File: config.mk
export PLATFORM = sky130hd
export DESIGN_NAME = cmp_fwd_hazard_unit
export DESIGN_NICKNAME = d
export VERILOG_FILES = /design/src/rtl/pipe_pkg.sv /design/src/rtl/fwd_src_resolve.sv /design/src/rtl/cmp_fwd_hazard_unit.sv
export SDC_FILE = /design/constraint.sdc
export NUM_CORES = 1
export LEC_CHECK = 0
export CAP_MARGIN = 30
export CORE_UTILIZATION = 53
export DETAILED_ROUTE_END_ITERATION = 16
export GPL_ROUTABILITY_DRIVEN = 0
export PLACE_DENSITY = 0.81
export SLEW_MARGIN = 20
export SYNTH_ARGS = -nofsm -noshare
export SYNTH_HDL_FRONTEND = slang
export SYNTH_SLANG_ARGS = --single-unit
File: constraint.sdc
create_clock -name clk -period 4.57 [get_ports clk]
set_input_delay 0.914 -clock clk [delete_from_list [all_inputs] [get_ports clk]]
set_output_delay 0.914 -clock clk [all_outputs]
set_load 0.01 [all_outputs]
File: src/rtl/pipe_pkg.sv
// Shared types and constants for the ID-stage forwarding/hazard logic.
// Scoreboard entries carry a fixed-width register tag so the struct can live
// in a package; instances zero-extend their AW-bit addresses into it, so AW
// must not exceed RD_W.
package pipe_pkg;

  localparam int unsigned RD_W = 8;

  // Forward-select encoding: 0 reads the register file, i takes the pipeline
  // register that follows scoreboard entry i.
  localparam logic [1:0] FWD_RF    = 2'd0;
  localparam logic [1:0] FWD_EXMEM = 2'd1;
  localparam logic [1:0] FWD_MEMWB = 2'd2;

  localparam logic [RD_W-1:0] REG_ZERO = '0;

  typedef struct packed {
    logic            valid;
    logic [RD_W-1:0] rd;
    logic            wr;
    logic            ld;
  } sb_entry_t;

  localparam sb_entry_t SB_BUBBLE = '0;

endpackage

File: src/rtl/fwd_src_resolve.sv
// Resolves one ID source operand against the in-flight scoreboard: finds the
// youngest producer of the operand and decides between forwarding and stalling.
module fwd_src_resolve
  import pipe_pkg::*;
#(
  parameter int AW       = 5,
  parameter int DEPTH    = 3,
  parameter int LOAD_LAT = 2,
  parameter int SW       = $clog2(DEPTH)
) (
  input  sb_entry_t        sb_i [DEPTH],
  input  logic [AW-1:0]    src_addr_i,
  input  logic             src_used_i,
  input  logic             id_valid_i,
  input  logic             id_is_branch_i,
  output logic [SW-1:0]    sel_o,
  output logic             stall_o
);

  logic [DEPTH-1:0] match;
  logic             found;
  logic [SW-1:0]    hit_idx;
  logic             hit_ld;
  logic [SW:0]      ready_idx;
  logic [SW:0]      hit_ext;

  // Per-entry match: a live register-writing producer of this operand's source.
  always_comb begin
    match = '0;
    for (int i = 0; i < DEPTH; i++) begin
      match[i] = sb_i[i].valid && sb_i[i].wr && (sb_i[i].rd != REG_ZERO) &&
                 (sb_i[i].rd == RD_W'(src_addr_i)) && src_used_i && id_valid_i;
    end
  end

  // Scan oldest to youngest so the youngest match overrides older ones.
  always_comb begin
    found   = 1'b0;
    hit_idx = '0;
    hit_ld  = 1'b0;
    for (int i = DEPTH - 1; i >= 0; i--) begin
      if (match[i]) begin
        found   = 1'b1;
        hit_idx = SW'(i);
        hit_ld  = sb_i[i].ld;
      end
    end
  end

  // A branch compares in ID now; other instructions consume the operand in EX
  // one cycle later, so they tolerate a producer one entry younger.
  always_comb begin
    sel_o     = SW'(FWD_RF);
    stall_o   = 1'b0;
    ready_idx = hit_ld ? (SW+1)'(LOAD_LAT) : (SW+1)'(1);
    hit_ext   = {1'b0, hit_idx};
    if (found) begin
      if (id_is_branch_i) begin
        if (hit_ext >= ready_idx) begin
          sel_o = hit_idx;
        end else begin
          stall_o = 1'b1;
        end
      end else if ((hit_ext + (SW+1)'(1)) < ready_idx) begin
        stall_o = 1'b1;
      end
    end
  end

endmodule

File: src/rtl/cmp_fwd_hazard_unit.sv
// ID-stage forwarding and hazard unit. Tracks in-flight destinations in a
// private shift-register scoreboard and produces per-operand forward selects,
// a pipeline stall request and a saturating stall-cycle counter.
module cmp_fwd_hazard_unit
  import pipe_pkg::*;
#(
  parameter int AW       = 5,
  parameter int NUM_SRC  = 2,
  parameter int DEPTH    = 3,
  parameter int LOAD_LAT = 2,
  parameter int SW       = $clog2(DEPTH),
  parameter int CW       = 16
) (
  input  logic                  clk,
  input  logic                  rst,
  input  logic                  id_valid,
  input  logic                  id_is_branch,
  input  logic [NUM_SRC*AW-1:0] id_src_addr,
  input  logic [NUM_SRC-1:0]    id_src_used,
  input  logic                  id_reg_write,
  input  logic [AW-1:0]         id_dst_addr,
  input  logic                  id_is_load,
  input  logic                  pipe_freeze,
  input  logic                  id_flush,
  output logic [NUM_SRC*SW-1:0] fwd_sel,
  output logic                  hazard_stall,
  output logic [CW-1:0]         stall_cycles
);

  sb_entry_t            sb_q [DEPTH];
  sb_entry_t            sb_d [DEPTH];
  sb_entry_t            id_entry;
  logic [NUM_SRC-1:0]   src_stall;
  logic [CW-1:0]        cnt_q;
  logic [CW-1:0]        cnt_d;

  for (genvar k = 0; k < NUM_SRC; k++) begin : g_src
    fwd_src_resolve #(
      .AW       (AW),
      .DEPTH    (DEPTH),
      .LOAD_LAT (LOAD_LAT),
      .SW       (SW)
    ) u_resolve (
      .sb_i           (sb_q),
      .src_addr_i     (id_src_addr[k*AW +: AW]),
      .src_used_i     (id_src_used[k]),
      .id_valid_i     (id_valid),
      .id_is_branch_i (id_is_branch),
      .sel_o          (fwd_sel[k*SW +: SW]),
      .stall_o        (src_stall[k])
    );
  end

  assign hazard_stall = id_valid && (|src_stall);
  assign stall_cycles = cnt_q;

  // Next scoreboard: age every entry by one and admit the ID instruction only
  // when it actually leaves ID; stalled or flushed slots become bubbles.
  always_comb begin
    id_entry       = SB_BUBBLE;
    id_entry.valid = 1'b1;
    id_entry.rd    = RD_W'(id_dst_addr);
    id_entry.wr    = id_reg_write;
    id_entry.ld    = id_is_load;
    for (int i = 1; i < DEPTH; i++) begin
      sb_d[i] = sb_q[i-1];
    end
    sb_d[0] = (id_valid && !hazard_stall && !id_flush) ? id_entry : SB_BUBBLE;
  end

  // Stall counter saturates at all-ones instead of wrapping.
  always_comb begin
    cnt_d = cnt_q;
    if (hazard_stall && (cnt_q != '1)) begin
      cnt_d = cnt_q + CW'(1);
    end
  end

  // State advances only when the pipeline moves; a freeze holds everything.
  always_ff @(posedge clk or posedge rst) begin
    if (rst) begin
      for (int i = 0; i < DEPTH; i++) begin
        sb_q[i] <= SB_BUBBLE;
      end
      cnt_q <= '0;
    end else if (!pipe_freeze) begin
      for (int i = 0; i < DEPTH; i++) begin
        sb_q[i] <= sb_d[i];
      end
      cnt_q <= cnt_d;
    end
  end

endmodule
Yosys cells after proc, flatten, opt, wreduce, memory -nomap -nowiden
Cells that the tools add are included.

Bitwise logic cells: 1. Multiplexer cells: 35. Reduce and logical (&&, ||, !) cells: 35. Add/sub/neg operators: 3. $lt $le $gt $ge: 4. Equality and inequality tests: 7.

Operators by type and width (count): $eq A8 B5 Y1 (6); $logic_and A1 B1 Y1 (28); $mux W2 (14); $reduce_bool A8 Y1 (3); $mux W1 (20); $add A16 B1 Y16 const B (1); $ne A16 B16 Y1 const B (1); $mux W11 (1); $add A2 B1 Y3 const B (2); $ge A2 B3 Y1 (2); $lt A3 B3 Y1 (2); $logic_not A1 Y1 (2); $reduce_and A2 Y1 (1); $reduce_or A2 Y1 (1); $not A1 Y1 (1).

Logic and storage cells: 98. Flip-flop bits (word level): 49. Output and inout port bits: 21.

Longest topological paths before layout
Gate-level depths: netlist (run 1).

Depth in word-level cells: 19. Gate-level depth with buffers: 14. Mapped depth without buffers: 13.

By module
Synthesis (run 1) repeated with hierarchy kept, for this count alone.

Cell total of the unflattened synthesis: 242. Area total of the unflattened synthesis: 2618.8 sq um.

By module, submodules not included: cmp_fwd_hazard_unit (cells an instance 128, seq. area each 1001.0 sq um, area each 1762.9 sq um, times used 1); fwd_src_resolve (cells an instance 57, seq. area each 0.0 sq um, area each 427.9 sq um, times used 2).

Worst setup path after synthesis (run 1)
Ideal clock, no wire load.

Path kind: input -> output. Start: input port id_src_addr[0]. End: output port hazard_stall. Stages on the path: 12. Path buffers: 0. Slack: 0.175 ns. Required time: 3.656 ns. Arrival: 3.481 ns. Path through: xnor2_1 -> nand4_1 -> or4_1 -> nand3_1 -> o21ai_1 -> mux2_2 -> fa_1 -> or3_1 -> a21oi_1 -> nor2_1 -> o31a_1 -> or2_1.

Longest elaborated chain between the ends: 14.

Ends and longest elaborated chain: start: declaration (RTL line cmp_fwd_hazard_unit.sv:18) `input logic [NUM_SRC*AW-1:0] id_src_addr,`; $eq A8 B5 Y1 (RTL line fwd_src_resolve.sv:32) `(sb_i[i].rd == RD_W'(src_addr_i)) && src_used_i && id_valid_i;`; $logic_and A1 B1 Y1 (RTL line fwd_src_resolve.sv:31) `match[i] = sb_i[i].valid && sb_i[i].wr && (sb_i[i].rd != REG_ZERO) &&`; $logic_and A1 B1 Y1 (2 in a row) (RTL line fwd_src_resolve.sv:32); $mux W2 / $mux W1 (equally long branches) (3 in a row) (RTL line fwd_src_resolve.sv:42) `if (match[i]) begin`; $add A2 B1 Y3 / $mux W2 (equally long branches) (RTL line fwd_src_resolve.sv:64, fwd_src_resolve.sv:55); $lt A3 B3 Y1 / $ge A2 B3 Y1 (equally long branches) (RTL line fwd_src_resolve.sv:64, fwd_src_resolve.sv:59); $mux W1 (on tied branches) (RTL line fwd_src_resolve.sv:64, fwd_src_resolve.sv:59); $mux W1 (RTL line fwd_src_resolve.sv:58) `if (id_is_branch_i) begin`; $mux W1 (*) (RTL line fwd_src_resolve.sv:57) `if (found) begin`; $reduce_or A2 Y1 (*) (RTL line cmp_fwd_hazard_unit.sv:54) `assign hazard_stall = id_valid && (|src_stall);`; $logic_and A1 B1 Y1 (*) (RTL line cmp_fwd_hazard_unit.sv:54); end: declaration (RTL line cmp_fwd_hazard_unit.sv:26) `output logic hazard_stall,`.

Every way passes the cells marked *; elsewhere a longest branch is shown, timed or not.

Final worst setup path (run 1)
Start: input port id_src_addr[4]. End: output port hazard_stall.

Same word-level chain as after synthesis.

==> run_results.csv, run 1 <==
group,metric,value,unit
outcome,status,"finished with violations",
outcome,violations,"negative setup slack",
sta,whs,0.501,ns
setup_path,slowest_stage,"or4_4",
setup_path,setup.worst_path.class,"input pin to output port",
floorplan,start_util,56.3,%
grt,track_usage,31.1,%
setup_path,crit_buf_inv,3,
setup_path,crit_path_start_kind,"input pin",
synth,synth_area_leaders,"dfrtp_1, xnor2_1, mux2_2, xor2_1, ha_1",
cts,clk_path_buf_depth,2,
floorplan,die_area,0.00503,mm^2
setup_path,cp.depth,14,
cts,htree_levels,2,
power_and_ir_drop,p_leak,0.00177,uW
setup_path,critical_path_required,3.66,ns
synth,synthTopCellsByCount,"dfrtp_1, xnor2_1, xor2_1",
synth,synth_area,0.00252,mm^2
grt,grt_pass1_vias,2417,
power_and_ir_drop,power.density,239,mW/mm^2
sta,finalWorstSetupSlack,-0.322,ns
cells_and_area,antennaDiodeCount,0,
grt,overflow,0,
setup_path,r2r_cells,16,
setup_path,cp-end-kind,"output port",
routing,firstDrtPassIters,4,
grt,grt_max_degree,29,
sta,tns,-0.728,ns
place,hpwl,4.83,mm
routing,drc,0,
cts,root_buffer,"clkbuf_8",
sta,finClkSkew,0.0109,ns
synth,async_flop_share,100,%
setup_path,crit_chain,"buf_8 > xnor2_2 > nand4_1 > or4_4 > buf_6 > o21ai_4 > mux2_4 > fa_1 > or3_4 > a21oi_4 > nor2_2 > o31a_1 > or2_1 > buf_2",
floorplan,rows,24,
setup_path,crit_family,"simple AND/OR/NAND/NOR gates",
grt,grt_pass1_wl,11.9,mm
worst_hold_path,min_path_cells,1,
cells_and_area,fillCellCount,222,
power_and_ir_drop,ir_drop,0.000171,V
sta,min_period,4.89,ns
sta,slew_headroom,53.0,%
synth,syn-num-nets,266,
worst_hold_path,hp-start,"stall_cycles[4]",
cells_and_area,seqCellArea,0.00100,mm^2
cells_and_area,multi_input_area,0.00165,mm^2
cts,clock_sinks,40,
sta,finalMaxSlewViolations,0,
cells_and_area,fin_nets,367,
worst_hold_path,worstHoldEndpoint,"stall_cycles[4]",
worst_hold_path,worstHoldPathType,"register to register",
synth,synth_top_cell_by_area,"dfrtp_1",
cts,clk_pin_slew,0.07,ns
synth,ys.flop_type,"dfrtp_1",
cts,worstSkewPairLatency,0.30,ns
sta,setup_violations,5,
sta,fmax,0.204,GHz
sta,rsz0062_at_grt,"true",
routing,post_drt_via_cell_ratio,6.30,
synth,syn_avg_cell_area,10.9,um^2
floorplan,die_w,70.9,um
synth,synth_edf_count,0,
place,post_dp_cell_area,0.00337,mm^2
floorplan,num_io_pins,46,
cts,cts_tree,"built",
cts,cts_hold_buf,0,
floorplan,design.core.area,0.00447,mm^2
synth,synth_cells,230,
synth,ys_seq_elements,40,
sta,worst_pin_slew,0.700,ns
floorplan,die_h,70.9,um
routing,num_vias,2413,
synth,synth_cell_types,44,
setup_path,slowest_delay,0.60,ns
setup_path,regToRegEndpoint,"stall_cycles[10]",
synth,synth_most_common_cell,"dfrtp_1",
cts,cts_buffers,5,
synth,synth_warnings,0,
place,port_buffers,45,
synth,synth_top_area_share,39.8,%
routing,drt_first_iter_violations,272,
setup_path,r2r_start,"sb_d[6]",
routing,drt_wl_total,7.90,mm
cells_and_area,final_area,0.00376,mm^2
grt,antenna_found_initial,0,
synth,synth_seq_area_share,39.8,%
sta,final.period_utilization,107,%
sta,hold_violations,0,
setup_path,cp.arrival,3.98,ns
routing,wl_per_cell,20.6,um
cells_and_area,syn_to_final_growth,49.4,%
run,maxCapViolCount,0,
cells_and_area,drive_above_1_share,38.7,%
routing,ant_nets,0,
setup_path,r2r_slack,0.18,ns
setup_path,critPathMaxFanout,2,
-- timing repair --
| action | in CTS | in global routing |
|---|---|---|
| pin swaps | 29 | 8 |
| endpoints found under the setup margin | 15 | 8 |
| buffers inserted | 6 | 1 |
| resized for setup | 86 | 13 |
-- flip-flops by register name, summed over array words and instances, names as in the netlist --
| register | count |
|---|---|
| sb_d | 16 |
| stall_cycles | 16 |
| sb_q | 8 |
-- where the power goes --
group	switching (uW)	total (uW)	internal [uW]	leakage [uW]
Sequential	27.0	399	372	0.000530
Clock	128	343	215	0.0000642
Combinational	67.5	157	89.4	0.00118
-- layout by cell type, fill, tap and decap left out, drive strengths merged, types with 6 or more instances in the layout --
cell type,synthesis,routed
nand3,9,9
a22o,7,7
xor2,17,17
or4,6,6
inv,9,9
nor2,8,8
dfrtp,40,40
nand2,9,9
a21oi,9,9
mux2,18,18
xnor2,28,28
ha,9,9
buf,3,65
nand4,11,11
nor4,7,7
clkdlybuf4s50,0,29
a211oi,6,6
-- layout make-up --
cell class	count	area share, %
clock buffers	5	1.83
clock inverters	2	1.60
inverters	9	0.899
multi-input cells	176	43.8
flip-flops and latches	40	26.6
well taps	52	1.73
repair buffers	99	23.5
-- through the flow --
stage	util (%)	power (uW)	setup WS (ns)	instances
after detailed placement	75.2	531	-0.867	369
after floorplan	-	463	0.175	230
final	84.0	899	-0.322	383
after global routing	84.0	925	-0.358	383
after CTS	82.1	881	-0.0740	382
after global placement	74.7	524	-0.804	367
-- kinds of logic after synthesis --
| logic type | after synthesis | share of synthesized area (%) |
|---|---|---|
| flops | 40 | 39.8 |
| buf+inv | 14 | 2.44 |
| xor+xnor | 45 | 15.7 |
| fa+ha+maj | 11 | 6.06 |
| simple gates | 58 | 13.8 |
| mux | 20 | 8.85 |
| compound gates | 42 | 13.4 |
-- per-layer routing --
| layer | track usage [%] | vias to the layer above | part of all wire (%) |
|---|---|---|---|
| li1 | - | 1051 | - |
| met1 | 39.6 | 1189 | 41 |
| met2 | 50.9 | 140 | 49 |
| met3 | 6.70 | 33 | 6.4 |
| met4 | 14.4 | 0 | 4.0 |
| met5 | 0 | - | 0 |
-- worst max path at each step --
stage | start | to
2_1_floorplan | id_src_addr[0] | hazard_stall
3_3_place_gp | id_src_addr[0] | hazard_stall
3_5_place_dp | id_src_addr[2] | hazard_stall
4_1_cts | id_src_addr[9] | hazard_stall
5_1_grt | id_src_addr[4] | hazard_stall
6_report | id_src_addr[4] | hazard_stall
-- worst register-to-register path: cells and delay by family, from the launching register on --
family / cells / cell delay (ns)
adder cells (fa/ha/maj): 1 / 0.28
AND/OR/NAND/NOR: 3 / 0.91
flip-flops: 1 / 0.50
buffers and inverters: 5 / 0.74
XOR/XNOR: 2 / 0.41
AO/OA/AOI/OAI: 5 / 1.48
Power figures use the tool's default switching activity.
==> run 2: changes to the inputs <==
--- a/config.mk
+++ b/config.mk
@@ -5,6 +5,7 @@
 export SDC_FILE = /design/constraint.sdc
 export NUM_CORES = 1
 export LEC_CHECK = 0
+export ABC_CLOCK_PERIOD_IN_PS = 4570
 export CAP_MARGIN = 30
 export CORE_UTILIZATION = 53
 export DETAILED_ROUTE_END_ITERATION = 16
==> results of run 2 <==
Final layout, timing and power as in run 1 (identical DEF).
